[src/rtl/alu_pkg.sv]
// Shared definitions for the ALU arbiter: operation codes, FSM states, flag bit positions.
package alu_pkg;

   // SELOP operation codes understood by the shared ALU
   localparam logic [3:0] OP_ADD  = 4'b0000;
   localparam logic [3:0] OP_SUB  = 4'b1000;
   localparam logic [3:0] OP_AND  = 4'b0111;
   localparam logic [3:0] OP_OR   = 4'b0110;
   localparam logic [3:0] OP_XOR  = 4'b0100;
   localparam logic [3:0] OP_SLL  = 4'b0001;
   localparam logic [3:0] OP_SRL  = 4'b0101;
   localparam logic [3:0] OP_SRA  = 4'b1101;
   localparam logic [3:0] OP_SLTU = 4'b0010;

   // Arbiter FSM states
   typedef enum logic [1:0] {
      ST_IDLE = 2'd0,
      ST_EXEC = 2'd1,
      ST_RESP = 2'd2
   } state_t;

   // Bit positions inside the 4-bit response flags {error, negative, zero, carry}
   localparam int FLAG_C   = 0;
   localparam int FLAG_Z   = 1;
   localparam int FLAG_NEG = 2;
   localparam int FLAG_ERR = 3;

   // True when the code is one the ALU implements
   function automatic logic op_is_legal(input logic [3:0] op);
      case (op)
         OP_ADD, OP_SUB, OP_AND, OP_OR, OP_XOR,
         OP_SLL, OP_SRL, OP_SRA, OP_SLTU: op_is_legal = 1'b1;
         default:                         op_is_legal = 1'b0;
      endcase
   endfunction

endpackage

[src/rtl/rr_arbiter2.sv]
// Two-input round-robin grant. A lone requester wins outright; on a tie the
// port that did not win last time is granted. The winner is remembered only
// when the caller signals that the grant was actually consumed.
module rr_arbiter2 (
   input  logic       clk,
   input  logic       rst_n,
   input  logic [1:0] i_req,
   input  logic       i_update,
   output logic [1:0] o_grant
);

   logic r_last_grant;

   // Combinational one-hot grant
   always_comb begin
      o_grant = 2'b00;
      case (i_req)
         2'b01:   o_grant = 2'b01;
         2'b10:   o_grant = 2'b10;
         2'b11:   o_grant = r_last_grant ? 2'b01 : 2'b10;
         default: o_grant = 2'b00;
      endcase
   end

   // Last winner; reset to port 1 so port 0 takes the first tie
   always_ff @(posedge clk or negedge rst_n) begin
      if (!rst_n) begin
         r_last_grant <= 1'b1;
      end else if (i_update) begin
         r_last_grant <= o_grant[1];
      end
   end

endmodule

[src/rtl/alu_arbiter.sv]
// Shares one combinational ALU between the execute stage (port 0) and the
// address/auxiliary unit (port 1). Operands are registered into the ALU,
// the result is captured one cycle later and returned to the owner.
//
// Handshake: on every channel a transfer happens at the rising edge where
// valid and ready are both 1. Requesters keep valid/payload stable until
// ready; responses keep valid/result/flags stable until ready.
module alu_arbiter
   import alu_pkg::*;
#(
   parameter int ANCHO = 32
) (
   input  logic             clk,
   input  logic             rst_n,
   input  logic             req0_valid,
   output logic             req0_ready,
   input  logic [ANCHO-1:0] req0_a,
   input  logic [ANCHO-1:0] req0_b,
   input  logic [3:0]       req0_op,
   output logic             rsp0_valid,
   input  logic             rsp0_ready,
   output logic [ANCHO-1:0] rsp0_result,
   output logic [3:0]       rsp0_flags,
   input  logic             req1_valid,
   output logic             req1_ready,
   input  logic [ANCHO-1:0] req1_a,
   input  logic [ANCHO-1:0] req1_b,
   input  logic [3:0]       req1_op,
   output logic             rsp1_valid,
   input  logic             rsp1_ready,
   output logic [ANCHO-1:0] rsp1_result,
   output logic [3:0]       rsp1_flags,
   output logic [ANCHO-1:0] alu_a,
   output logic [ANCHO-1:0] alu_b,
   output logic [3:0]       alu_selop,
   input  logic [ANCHO-1:0] alu_result,
   input  logic             alu_flagC,
   input  logic             alu_flagZ,
   input  logic             alu_flagNeg
);

   state_t           r_state;
   state_t           w_state_nxt;
   logic [1:0]       w_req;
   logic [1:0]       w_grant;
   logic             w_accept;
   logic             w_rsp_done;
   logic             w_ready0;
   logic             w_ready1;
   logic             r_owner;
   logic [ANCHO-1:0] r_alu_a;
   logic [ANCHO-1:0] r_alu_b;
   logic [3:0]       r_alu_selop;
   logic             r_rsp0_valid;
   logic             r_rsp1_valid;
   logic [ANCHO-1:0] r_rsp0_result;
   logic [ANCHO-1:0] r_rsp1_result;
   logic [3:0]       r_rsp0_flags;
   logic [3:0]       r_rsp1_flags;
   logic             w_err;
   logic [ANCHO-1:0] w_cap_result;
   logic [3:0]       w_cap_flags;

   assign w_req = {req1_valid, req0_valid};

   rr_arbiter2 u_rr (
      .clk      (clk),
      .rst_n    (rst_n),
      .i_req    (w_req),
      .i_update (w_accept),
      .o_grant  (w_grant)
   );

   // Next state and request-side ready; ready is gated by reset so it reads 0 while held
   always_comb begin
      w_state_nxt = r_state;
      w_ready0    = 1'b0;
      w_ready1    = 1'b0;
      w_accept    = 1'b0;
      w_rsp_done  = 1'b0;
      case (r_state)
         ST_IDLE: begin
            w_ready0 = w_grant[0] & rst_n;
            w_ready1 = w_grant[1] & rst_n;
            w_accept = |w_grant;
            if (w_accept) w_state_nxt = ST_EXEC;
         end
         ST_EXEC: begin
            w_state_nxt = ST_RESP;
         end
         ST_RESP: begin
            w_rsp_done = r_owner ? rsp1_ready : rsp0_ready;
            if (w_rsp_done) w_state_nxt = ST_IDLE;
         end
         default: begin
            w_state_nxt = ST_IDLE;
         end
      endcase
   end

   // FSM state register
   always_ff @(posedge clk or negedge rst_n) begin
      if (!rst_n) r_state <= ST_IDLE;
      else        r_state <= w_state_nxt;
   end

   // Illegal codes override whatever the ALU produced
   assign w_err        = ~op_is_legal(r_alu_selop);
   assign w_cap_result = w_err ? '0 : alu_result;

   // Flags as they will be handed back to the owner
   always_comb begin
      w_cap_flags           = 4'b0000;
      w_cap_flags[FLAG_ERR] = w_err;
      w_cap_flags[FLAG_NEG] = ~w_err & alu_flagNeg;
      w_cap_flags[FLAG_Z]   = w_err | alu_flagZ;
      w_cap_flags[FLAG_C]   = ~w_err & alu_flagC;
   end

   // Operand latch on acceptance, result capture in EXEC, valid clear on response handshake
   always_ff @(posedge clk or negedge rst_n) begin
      if (!rst_n) begin
         r_owner       <= 1'b0;
         r_alu_a       <= '0;
         r_alu_b       <= '0;
         r_alu_selop   <= 4'b0000;
         r_rsp0_valid  <= 1'b0;
         r_rsp1_valid  <= 1'b0;
         r_rsp0_result <= '0;
         r_rsp1_result <= '0;
         r_rsp0_flags  <= 4'b0000;
         r_rsp1_flags  <= 4'b0000;
      end else begin
         if (w_accept) begin
            r_owner     <= w_grant[1];
            r_alu_a     <= w_grant[1] ? req1_a  : req0_a;
            r_alu_b     <= w_grant[1] ? req1_b  : req0_b;
            r_alu_selop <= w_grant[1] ? req1_op : req0_op;
         end
         if (r_state == ST_EXEC) begin
            if (r_owner) begin
               r_rsp1_result <= w_cap_result;
               r_rsp1_flags  <= w_cap_flags;
               r_rsp1_valid  <= 1'b1;
            end else begin
               r_rsp0_result <= w_cap_result;
               r_rsp0_flags  <= w_cap_flags;
               r_rsp0_valid  <= 1'b1;
            end
         end
         if (w_rsp_done) begin
            if (r_owner) r_rsp1_valid <= 1'b0;
            else         r_rsp0_valid <= 1'b0;
         end
      end
   end

   assign req0_ready  = w_ready0;
   assign req1_ready  = w_ready1;
   assign rsp0_valid  = r_rsp0_valid;
   assign rsp1_valid  = r_rsp1_valid;
   assign rsp0_result = r_rsp0_result;
   assign rsp1_result = r_rsp1_result;
   assign rsp0_flags  = r_rsp0_flags;
   assign rsp1_flags  = r_rsp1_flags;
   assign alu_a       = r_alu_a;
   assign alu_b       = r_alu_b;
   assign alu_selop   = r_alu_selop;

endmodule

[config.mk]
export PLATFORM = sky130hd
export DESIGN_NAME = alu_arbiter
export DESIGN_NICKNAME = d
export VERILOG_FILES = /design/src/rtl/alu_pkg.sv /design/src/rtl/rr_arbiter2.sv /design/src/rtl/alu_arbiter.sv
export SDC_FILE = /design/constraint.sdc
export NUM_CORES = 1
export LEC_CHECK = 0
export ABC_AREA = 1
export CORE_MARGIN = 4
export CORE_UTILIZATION = 40
export DETAILED_ROUTE_END_ITERATION = 10
export PLACE_DENSITY = 0.84
export SETUP_SLACK_MARGIN = 0.02
export SKIP_LAST_GASP = 1
export SYNTH_ARGS = -nofsm -noshare
export SYNTH_HDL_FRONTEND = slang
export SYNTH_SLANG_ARGS = --single-unit
export TNS_END_PERCENT = 5
[constraint.sdc]
create_clock -name clk -period 1.4 [get_ports clk]
set_input_delay 0.21 -clock clk [delete_from_list [all_inputs] [get_ports clk]]
set_output_delay 0.21 -clock clk [all_outputs]
set_load 0.01 [all_outputs]
==> key figures, run 1 <==
Clocking
  – # clock sinks: 146
  – CTS tree: built
  – Clk slew on worst S/H paths: ~0.06 ns
  – Clock buffer depth: 2
  – Worst-Skew Late Latency: 0.42 ns
  – TritonCTS buffer count: 17
  – Root buffer cell: clkbuf_16
  – Number of H-tree levels: 4

Global routing
  – Largest net degree at the start of global routing: 145
  – GRT Resource Usage Total: 0.236
  – GRT Residual Overflow: 0
  – Initial antenna violation count: 2
  – Global-route wire length before repair: around 35000 um
  – Vias in the first global route: approximately 6.7k

Critical path
  – Worst path slowest cell: clkdlybuf4s50_1
  – Startpoint Class: flop
  – Worst-path maximum fanout: 2
  – Worst path bufs/invs: 1
  – Worst path cell trace: clkdlybuf4s50_1
  – Worst path max stage delay: 0.59 ns
  – CP required: around 1.2 ns
  – CP endpoint kind: output port
  – Worst Path Class, Setup: flop to output port
  – Critical path arrival: 1.38 ns
  – Dominant delay contributor by cell family on the critical path: buffers and inverters

Power and ir drop
  – Net Switching: just under 0.009 W
  – Leakage power: roughly 4.8 nW
  – Switching share of total power: 0.372
  – Max VDD drop: 1280 uV
  – Comb pwr share: 0.492
  – Clock power frac: 0.193
  – Pwr/cell area: 2170 nW/um2
  – Internal power: 0.0147 W
  – Sequential Power Share: 0.314

STA
  – Final Critical Period: 1.59 ns
  – Final hold viol count: a little under 60
  – Unrepaired setup endpoints after global routing: true
  – Final hold slack: -0.112 ns
  – Setup ws final: -0.185 ns
  – Fin crit share: 1.13
  – Rel. slew slack: 0.414
  – Fmax: between 600 and 700 MHz
  – Worst slew pin tran: 0.879 ns
  – Setup_tns: -23.68 ns
  – Final Skew: roughly 0.0090 ns
  – Final setup fails: 202
  – Slew Limit Fails: 0

Logic synthesis
  – Prevailing post-synth register cell: dfrtp_1
  – Post-synth ARST share: 1.00
  – Synth area leaders: dfrtp_1 54%, nand2_1 13%, nand3_1 9.9%
  – Area leader, netlist: dfrtp_1
  – Syn nets: 922
  – Synth warn: 0
  – Post-synthesis cell type count: 19
  – Synth top area share: 0.540
  – Most common cell in the synthesized netlist: nand2_1
  – Cell Area, Synth: 6720 um2
  – Syn_area_per_cell: 9.03 um2
  – Register area share after synthesis: 0.544
  – Seq cells post-synth: 146
  – Number of synthesized flops with an enable pin: 0
  – Syn Inst Count: 745
  – Most frequent cells after synthesis: 233 x nand2_1, 145 x dfrtp_1, 133 x nand3_1

Placement
  – Input/output buffers: 320
  – Routability Congestion: 0.821
  – Dpl hpwl: 16200 um
  – Placed cells: roughly 1.3k
  – Worst slack, placed: -0.522 ns

Status
  – Status: finished, violations left
  – Failing checks: negative hold slack, negative setup slack

Flow run
  – Max-cap viol count: 0

Cells and area
  – Reg area: 3650 um2
  – Fill cells: about 1.3k
  – Util after Layout: 0.652
  – Non-filler instance count after layout: 1291
  – Area of the multi-input gates: 2600 um2
  – Area growth syn-to-layout: 60.1%
  – Share of cells above drive strength 1: 0.0823
  – NumNets Final: ~1.2k

Floorplan
  – Die span in y: 138 um
  – Row cnt: 47
  – Die area: between 15000 and 20000 um2
  – Starting Density: 0.407
  – Die span in x: 138 um
  – I/O pin count: ~320
  – Placeable core area: 16500 um2

Route
  – Drt first-iter violations: slightly above 400
  – Avg WL per Cell: 17.8 um
  – DRT Pass-1 Iters: 5
  – Vias after detailed routing: 6818
  – Vias per cell: around 5.3
  – Residual DRC count: 0
  – Final wirelength: approximately 23000 um
  – Post-DRT Antenna Nets: 0

Worst hold path
  – Worst Hold Class: input pin to asynchronous set/reset pin
## layout make-up
cell class,instances,area share
Timing Repair Buffer,356,0.333
Antenna cell,2,0.000465
Clock inverter,14,0.0132
Inverter,15,0.00593
Tap cell,220,0.0256
Multi-Input combinational cell,520,0.241
Sequential cell,146,0.339
Clock buffer,18,0.0408
## cells in the final DEF, fill, tap and decap left out
cell type,n
inv_1,10
o21ai_0,3
clkdlybuf4s15_2,1
o21a_1,65
nand3_2,1
buf_8,1
nor2_1,6
inv_6,7
nand2_1,230
clkbuf_8,1
dlygate4sd3_1,1
clkinv_4,1
clkbuf_16,17
buf_2,3
buf_6,2
buf_12,10
bufinv_16,1
nand4_1,69
buf_4,23
nand3_1,132
clkinv_2,1
dfstp_2,1
diode_2,2
dfrtp_1,145
nor2_4,4
a21oi_1,1
nand2_2,5
o22ai_1,4
dlygate4sd2_1,9
inv_8,3
inv_2,4
clkinvlp_4,2
clkdlybuf4s50_1,306
## metal layers
layer | share of wire | GRT usage
met1 | 0.37 | 0.275
met2 | 0.49 | 0.393
met3 | 0.10 | 0.0771
met4 | 0.036 | 0.111
met5 | 0 | 0
## cell families after synthesis
group | count (synthesis) | synth area share
simple gates | 447 | 0.305
flops | 146 | 0.544
buf+inv | 79 | 0.0720
compound gates | 73 | 0.0793
## flip-flops by register name, summed over array words and instances, names as in the netlist, named ones only
signal / cells
alu_a: 32
alu_b: 32
rsp0_result: 32
rsp1_result: 32
alu_selop: 4
rsp0_flags: 4
rsp1_flags: 4
r_state: 2
r_owner: 1
u_rr.r_last_grant: 1
## final timing paths
kind | start | endpoint | slack, ns | cells after the start
worst max-delay path | flop | rsp1_valid | -0.19 | 1
worst min-delay path | rst_n | alu_a[23] | -0.11 | 2
worst max register to register | r_state[1] | alu_a[20] | -0.16 | 7
worst min register to register | rsp1_result[3] | rsp1_result[3] | 0.48 | 2
max in group asynchronous | rst_n | alu_a[28] | 0.78 | 2
min in group clk | alu_result[24] | rsp1_result[24] | 0.39 | 3
## stage by stage
stage	instance area (um2)	total power (W)
floorplan	6720	0.0129
global placement	10100	0.0186
detailed placement	10100	0.0189
CTS	10700	0.0234
global route	10800	0.0248
finish	10800	0.0234
## power groups by stage
stage	registers, W	logic (W)	clock network [W]
after floorplan	0.00820	0.00473	0
after global placement	0.00731	0.0113	0
after detailed placement	0.00740	0.0115	0
after CTS	0.00736	0.0115	0.00460
after global routing	0.00757	0.0125	0.00480
final	0.00736	0.0115	0.00453
## what timing repair did
item | in CTS | in global routing
endpoints found under the setup margin | 250 | 274
hold buffers | 1 | 0
buffers inserted | 0 | 2
pin swaps | 0 | 0
resized for setup | 22 | 8
endpoints found under the hold margin | 2 | 0
No activity file was read; power rests on OpenSTA's default activity.
==> run 2, diff against run 1 <==
- TNS_END_PERCENT: 5 -> default
==> key figures, run 2 (same netlist as run 1, synthesis figures left out) <==
Status
  – Status: finished, violations left
  – Failing checks: negative hold slack, negative setup slack

Floorplan
  – Row cnt: 47
  – Die area: 18900 um2
  – I/O pin count: 321
  – Die span in x: 138 um
  – Die span in y: 138 um
  – Placeable core area: 16500 um2
  – Starting Density: 0.407

Clocking
  – Number of H-tree levels: 4
  – Clk slew on worst S/H paths: 0.07 ns
  – Root buffer cell: clkbuf_16
  – Clock buffer depth: 2
  – CTS tree: built
  – # clock sinks: 146
  – TritonCTS buffer count: 17
  – Worst-Skew Late Latency: 0.42 ns

Route
  – Residual DRC count: 0
  – Avg WL per Cell: 19.5 um
  – DRT Pass-1 Iters: 6
  – Drt first-iter violations: 455
  – Final wirelength: 25400 um
  – Post-DRT Antenna Nets: 0
  – Vias per cell: 5.40
  – Vias after detailed routing: 7052

Global routing
  – GRT Resource Usage Total: 0.252
  – Largest net degree at the start of global routing: 145
  – Global-route wire length before repair: ~37000 um
  – Vias in the first global route: 6919
  – GRT Residual Overflow: 0
  – Initial antenna violation count: 1

STA
  – Final Critical Period: 1.66 ns
  – Fmax: 601 MHz
  – Final Skew: 0.0134 ns
  – Rel. slew slack: 0.430
  – Fin crit share: 1.19
  – Final setup fails: 46
  – Unrepaired setup endpoints after global routing: true
  – Setup ws final: -0.263 ns
  – Worst slew pin tran: 0.855 ns
  – Final hold slack: -0.0866 ns
  – Final hold viol count: 63
  – Slew Limit Fails: 0
  – Setup_tns: -3.90 ns

Critical path
  – Worst Path Class, Setup: flop to output port
  – Worst-path maximum fanout: 2
  – Worst path bufs/invs: 2
  – Worst R2R End: alu_b[3]
  – Critical path arrival: 1.45 ns
  – Worst path slowest cell: dfrtp_1
  – CP endpoint kind: output port
  – Startpoint Class: flop
  – Worst R2R Start: r_state[0]
  – CP required: 1.19 ns
  – Dominant delay contributor by cell family on the critical path: simple AND/OR/NAND/NOR gates
  – Worst Reg2Reg Path Length in Cells: 7
  – R2R setup slack: -0.14 ns
  – Worst path cell trace: inv_2 > nand2_2 > nor2_4 > nand3_2 > nor2_2 > buf_2
  – Worst path depth: 6
  – Worst path max stage delay: roughly 0.4 ns

Cells and area
  – Share of cells above drive strength 1: 0.113
  – Commonest non-fill, non-tap cells in the layout: 217 x nand2_1, 174 x clkdlybuf4s50_1, 145 x dfrtp_1
  – Most common cell after layout, fill and taps aside: nand2_1
  – NumNets Final: roughly 1.2k
  – Area growth syn-to-layout: 64.7%

Flow run
  – Max-cap viol count: 0

Power and ir drop
  – Total power: 0.0233 W
  – Max VDD drop: 1020 uV
  – Leakage power: 5.23 nW
  – Pwr/cell area: 2100 nW/um2

Placement
  – Worst slack, placed: -0.522 ns
  – Input/output buffers: 320
  – Routability Congestion: ~0.82
  – Dpl hpwl: approximately 16000 um

Worst hold path
  – Worst Hold Class: input pin to asynchronous set/reset pin
## run 2: area by class of cell
type	count	area (um2)
fill	1322	5450
timing repair buffer	370	3780
sequential	146	3650
multi-input combinational	521	2710
clock buffer	18	439
tap	220	275
clock inverter	14	143
inverter	15	63.8
antenna	1	2.50
## run 2: how the worst max path moves through the flow
stage | to | from
after floorplan | req1_ready | r_state[0]
after global placement | req1_ready | req0_valid
after detailed placement | req1_ready | req0_valid
after CTS | req1_ready | r_state[1]
after global routing | req1_ready | r_state[1]
final | req1_ready | r_state[0]
## run 2: power by group
part / switching (W) / internal, W / total [W]
logic: 0.00605 / 0.00536 / 0.0114
clock network: 0.00199 / 0.00256 / 0.00455
registers: 0.00108 / 0.00623 / 0.00730
total: 0.00912 / 0.0142 / 0.0233
## run 2: what timing repair did
action	CTS	global route
buffers inserted	1	4
endpoints found under the hold margin	2	0
resized for setup	170	40
pin swaps	0	7
hold buffers	1	0
endpoints found under the setup margin	250	141
cloned	6	6
## run 2: per-stage QoR
step,utilization,cell area (um2),std cells,hold WS (ns)
after floorplan,-,6720,745,-0.0856
after global routing,0.670,11100,1305,0.0210
final,0.670,11100,1305,-0.0866
after CTS,0.652,10800,1294,0.00851
after detailed placement,0.613,10100,1254,0.142
after global placement,0.613,10100,1254,0.136
## run 2: worst reg2reg max path, delay by kind of cell, from the launching register on
kind / cells / cell delay [ns]
buffers and inverters: 3 / 0.66
flip-flops: 1 / 0.40
AND/OR/NAND/NOR: 3 / 0.27
AO/OA/AOI/OAI: 1 / 0.11
## run 2: layer usage
metal  up-vias  wire [um]  global-route usage
met2       371      12700               0.427
met4         0        887               0.102
met1      3408       9250               0.298
met3        60       2570              0.0771
met5         -          0                   0
li1       3213          -                   -
==> run 3, diff against run 2 <==
- CTS_BUF_LIST: default -> sky130_fd_sc_hd__clkbuf_2 sky130_fd_sc_hd__clkbuf_4 sky130_fd_sc_hd__clkbuf_8
- MAX_ROUTING_LAYER: default -> met4
==> key figures, run 3 (same netlist as run 1, synthesis figures left out) <==
Route
  – Drt first-iter violations: about 410
  – DRT Pass-1 Iters: 4
  – Post-DRT Antenna Nets: 0
  – Final wirelength: 27200 um
  – Residual DRC count: 0
  – Avg WL per Cell: 20.1 um
  – Vias after detailed routing: 7313
  – Vias per cell: 5.42

Power and ir drop
  – Max VDD drop: 1110 uV
  – Leakage power: between 5 and 6 nW
  – Pwr/cell area: 2040 nW/um2
  – Total power: 0.0235 W

Cells and area
  – Fill cells: 1212
  – Area growth syn-to-layout: 70.9%
  – NumNets Final: 1292
  – Most common cell after layout, fill and taps aside: nand2_1
  – Design area: around 11000 um2
  – Share of cells above drive strength 1: 0.160
  – Commonest non-fill, non-tap cells in the layout: 213 x nand2_1, 174 x clkdlybuf4s50_1, 145 x dfrtp_1

Placement
  – Dpl hpwl: 16200 um
  – Routability Congestion: 0.833
  – Input/output buffers: between 300 and 400
  – Area after DPL: 10100 um2

Critical path
  – CP endpoint kind: output port
  – Critical path arrival: 1.41 ns
  – Worst R2R Start: r_state[0]
  – Worst Path Class, Setup: flop to output port
  – Startpoint Class: flop
  – Worst-path maximum fanout: 2
  – CP required: 1.19 ns
  – Critical path origin: r_state[0]

STA
  – Rel. slew slack: 0.412
  – Worst slew pin tran: 0.882 ns
  – Fmax: 618 MHz
  – Setup ws final: -0.219 ns
  – Slew Limit Fails: 0
  – Unrepaired setup endpoints after global routing: true
  – Final Skew: approximately 0.016 ns
  – Final setup fails: 64
  – Fin crit share: 1.16
  – Final hold viol count: 0
  – Final Critical Period: 1.62 ns

Clocking
  – # clock sinks: between 100 and 150
  – CTS tree: built
  – Worst-Skew Late Latency: 0.45 ns
  – Number of H-tree levels: 4
  – Root buffer cell: clkbuf_8
  – TritonCTS buffer count: 17
  – Clk slew on worst S/H paths: approximately 0.10 ns
  – Clock buffer depth: 2

Global routing
  – Largest net degree at the start of global routing: 145
  – Initial antenna violation count: 2
  – Global-route wire length before repair: approximately 36000 um
  – Vias in the first global route: 6950
  – GRT Residual Overflow: 0
  – GRT Resource Usage Total: 0.260

Worst hold path
  – Worst Hold Class: input pin to flop
  – Hold Path Origin: alu_result[24]

Status
  – Status: finished, violations left
  – Failing checks: negative setup slack

Flow run
  – Max-cap viol count: 0

Floorplan
  – Die area: 18900 um2
  – I/O pin count: ~320
  – Placeable core area: between 15000 and 20000 um2
  – Die span in x: 138 um
  – Die span in y: 138 um
  – Starting Density: 0.407
  – Row cnt: 47
run 3: changes by cell type in the layout (fill, tap and decap cells not counted), sizes merged, moves of 2 or more:
cell / delta
dlygate4sd2: -106
buf: +43
clkbuf: +8
bufbuf: -2
clkdlybuf4s15: +101
run 3: final timing paths:
kind | slack, ns | end | depth (start not counted)
worst max-delay path | -0.22 | req0_ready | 5
worst min-delay path | 0.35 | rsp1_result[24] | 3
worst max register to register | -0.06 | alu_a[20] | 7
worst min register to register | 0.48 | rsp1_result[10] | 2
max in group asynchronous | 0.08 | alu_b[7] | 3
min in group asynchronous | 0.39 | alu_b[12] | 3
run 3: report_power, final:
part	internal (W)	leakage, nW	switching (W)	total (W)
clock network	0.00152	0.196	0.00186	0.00337
logic	0.00629	3.36	0.00644	0.0127
registers	0.00622	1.75	0.00114	0.00736
run 3: repair_timing:
| item | in CTS | in global routing |
|---|---|---|
| gates cloned | 10 | 12 |
| gates resized for setup | 215 | 136 |
| hold buffers | 1 | 0 |
| endpoints found under the setup margin | 250 | 234 |
| buffers inserted | 12 | 33 |
| hold endpoints to repair | 146 | 0 |
| pin swaps | 2 | 7 |
run 3: final cells by class:
cell class / count / area (um2) / area share
Tap cell: 220 / 275 / 0.0240
Multi-Input combinational cell: 521 / 2740 / 0.238
Clock inverter: 14 / 143 / 0.0124
Inverter: 15 / 68.8 / 0.00599
Timing Repair Buffer: 414 / 4360 / 0.380
Clock buffer: 18 / 248 / 0.0216
Sequential cell: 146 / 3650 / 0.318
Antenna cell: 2 / 5.00 / 0.000435
run 3: metal layers:
metal,track usage,vias to the layer above,part of all wire
met2,0.426,412,0.51
met1,0.306,3527,0.36
met5,-,-,0
li1,-,3301,-
met4,0.111,0,0.039
met3,0.0614,73,0.091
run 3: worst max-delay path, stage by stage, from the launching register on:
cell     delay, ns
dfrtp_1       0.41
inv_2         0.08
buf_4         0.10
nand4_1       0.10
a21oi_2       0.13
buf_4         0.15
run 3: per-stage QoR:
| step | hold slack, ns | util | std cells | TNS, ns | setup WS (ns) |
|---|---|---|---|---|---|
| floorplan | -0.0856 | - | 745 | 0 | 0.0569 |
| global placement | 0.136 | 0.613 | 1254 | -30.25 | -0.500 |
| detailed placement | 0.142 | 0.613 | 1254 | -33.84 | -0.522 |
| CTS | 0.310 | 0.656 | 1309 | -3.57 | -0.242 |
| global route | 0.340 | 0.695 | 1350 | -7.48 | -0.333 |
| finish | 0.350 | 0.695 | 1350 | -1.99 | -0.219 |
==> RTL edit (flow settings as in run 2) <==
Register the output `rsp0_flags` once more; this adds one clock of latency there. The other outputs are not delayed to match.
--- a/src/rtl/alu_arbiter.sv
+++ b/src/rtl/alu_arbiter.sv
@@ -161,7 +161,9 @@
    assign rsp1_valid  = r_rsp1_valid;
    assign rsp0_result = r_rsp0_result;
    assign rsp1_result = r_rsp1_result;
-   assign rsp0_flags  = r_rsp0_flags;
+   always_ff @(posedge clk) begin
+      rsp0_flags <= r_rsp0_flags;
+   end
    assign rsp1_flags  = r_rsp1_flags;
    assign alu_a       = r_alu_a;
    assign alu_b       = r_alu_b;
Behaviour: not the same (a bounded check fails within 4 cycles, from zero or initial values and one cycle with rst_n low).
==> RTL edit against run 2 <==
The run ends with setup timing left. Wire length increased by 7.9%. Clock power fell by 5.3%. Design area increased by 5.5%. Largest cell class unchanged. Sequential cell count up 4. Register-to-register slack about the same. Fmax is 3.2% higher. Area after synthesis fell by 0.43%. Largest power group unchanged. Sequential power increased by 3.0%. Total power increased by 7.9%. Critical path depth unchanged. Setup slack gained 0.051 ns.
==> RTL edit: results (changes against run 2) <==
status: finished with violations (unchanged)
failing checks: setup timing (was hold timing, setup timing)
sequential cell area share: 31.98% (was 33.00%)
post-synthesis cell type count: 22 (was 19)
Post-Route Setup TNS: -9.086 ns (was -3.898 ns)
Detailed Routing Iterations Pass 1: 5 (was 6)
Placed Area: 10240 um^2 (was 10140 um^2)
Synth area leaders: dfrtp_1, nand2_1, nand3_1 (unchanged)
Worst Slack Setup Final: -0.2123 ns (was -0.2635 ns)
Async SR Flop Fraction: 97.33% (was 100.0%)
first-pass GRT wire length: 37480 um (was 36850 um)
number of setup buffers added after CTS: 2 (was 1)
Signal buf overhead: 37.23% (was 34.18%)
met1 Usage GRT: 30.68% (was 29.75%)
worst hold path type: input pin to flip-flop (was input pin to async pin)
metal2 WL: 13590 um (was 12700 um)
number of cells in the finished layout apart from fillers: 1336 (was 1305)
Worst Path Arrival: 1.40 ns (was 1.45 ns)
most instantiated cells after synthesis: nand2_1, dfrtp_1, nand3_1 (unchanged)
Layout Cell Area excl Fill: 11680 um^2 (was 11070 um^2)
Vias: 7332 (was 7052)
CP delay by family, top: flip-flops (was simple AND/OR/NAND/NOR gates)
CTS Sinks: 150 (was 146)
Compound-Gate Fraction of Synth Area: 7.942% (was 7.927%)
vias in the first global route: 6873 (was 6919)
Leakage: 0.005529 uW (was 0.005229 uW)
post-cts sizing count: 166 (was 170)
Synth Instances: 748 (was 745)
Non-clk bufs: 399 (was 370)
DP Worst Slack: -0.4879 ns (was -0.5221 ns)
Final Skew: 0.009179 ns (was 0.01337 ns)
Post-Syn Nets: 925 (was 922)
Setup violations, final: 139 (was 46)
largest net degree at the start of global routing: 83 (was 145)
Post-CTS Hold Fix Bufs: 2 (was 1)
multi-input logic area: 2701 um^2 (was 2711 um^2)
HPWL Detailed: 16690 um (was 16250 um)
metal3 WL: 2265 um (was 2571 um)
Slew @ Worst Pin: 0.8176 ns (was 0.8547 ns)
final wirelength: 27430 um (was 25410 um)
[RTL edit: path summary, 6_finish.rpt]
| path | to | from | cells past startpoint |
|---|---|---|---|
| max | req1_ready | r_state[0] | 6 |
| min | u_rr.r_last_grant | req1_valid | 4 |
| max reg2reg | alu_a[23] | r_state[0] | 9 |
| min reg2reg | rsp0_flags[1] | r_rsp0_flags[1] | 0 |
| max in group asynchronous | rsp1_result[9] | rst_n | 3 |
| min in group asynchronous | alu_b[28] | rst_n | 3 |
[RTL edit: worst min-delay path: cells and delay by family]
kind | cells | cell delay, ns
buf+inv | 2 | 0.24
compound gates | 1 | 0.05
simple gates | 1 | 0.09
[RTL edit: logic make-up after synthesis]
family | Yosys count
and+or+nand+nor | 448
DFF | 150
buffers and inverters | 77
AOI/OAI and AO/OA | 73
[RTL edit: power breakdown]
part	switching, uW	internal (uW)	total [uW]	leakage, uW
combinational	6700	6580	13300	0.00349
sequential	1120	6400	7520	0.00178
clock	1950	2360	4310	0.000264
total	9770	15300	25100	0.00553
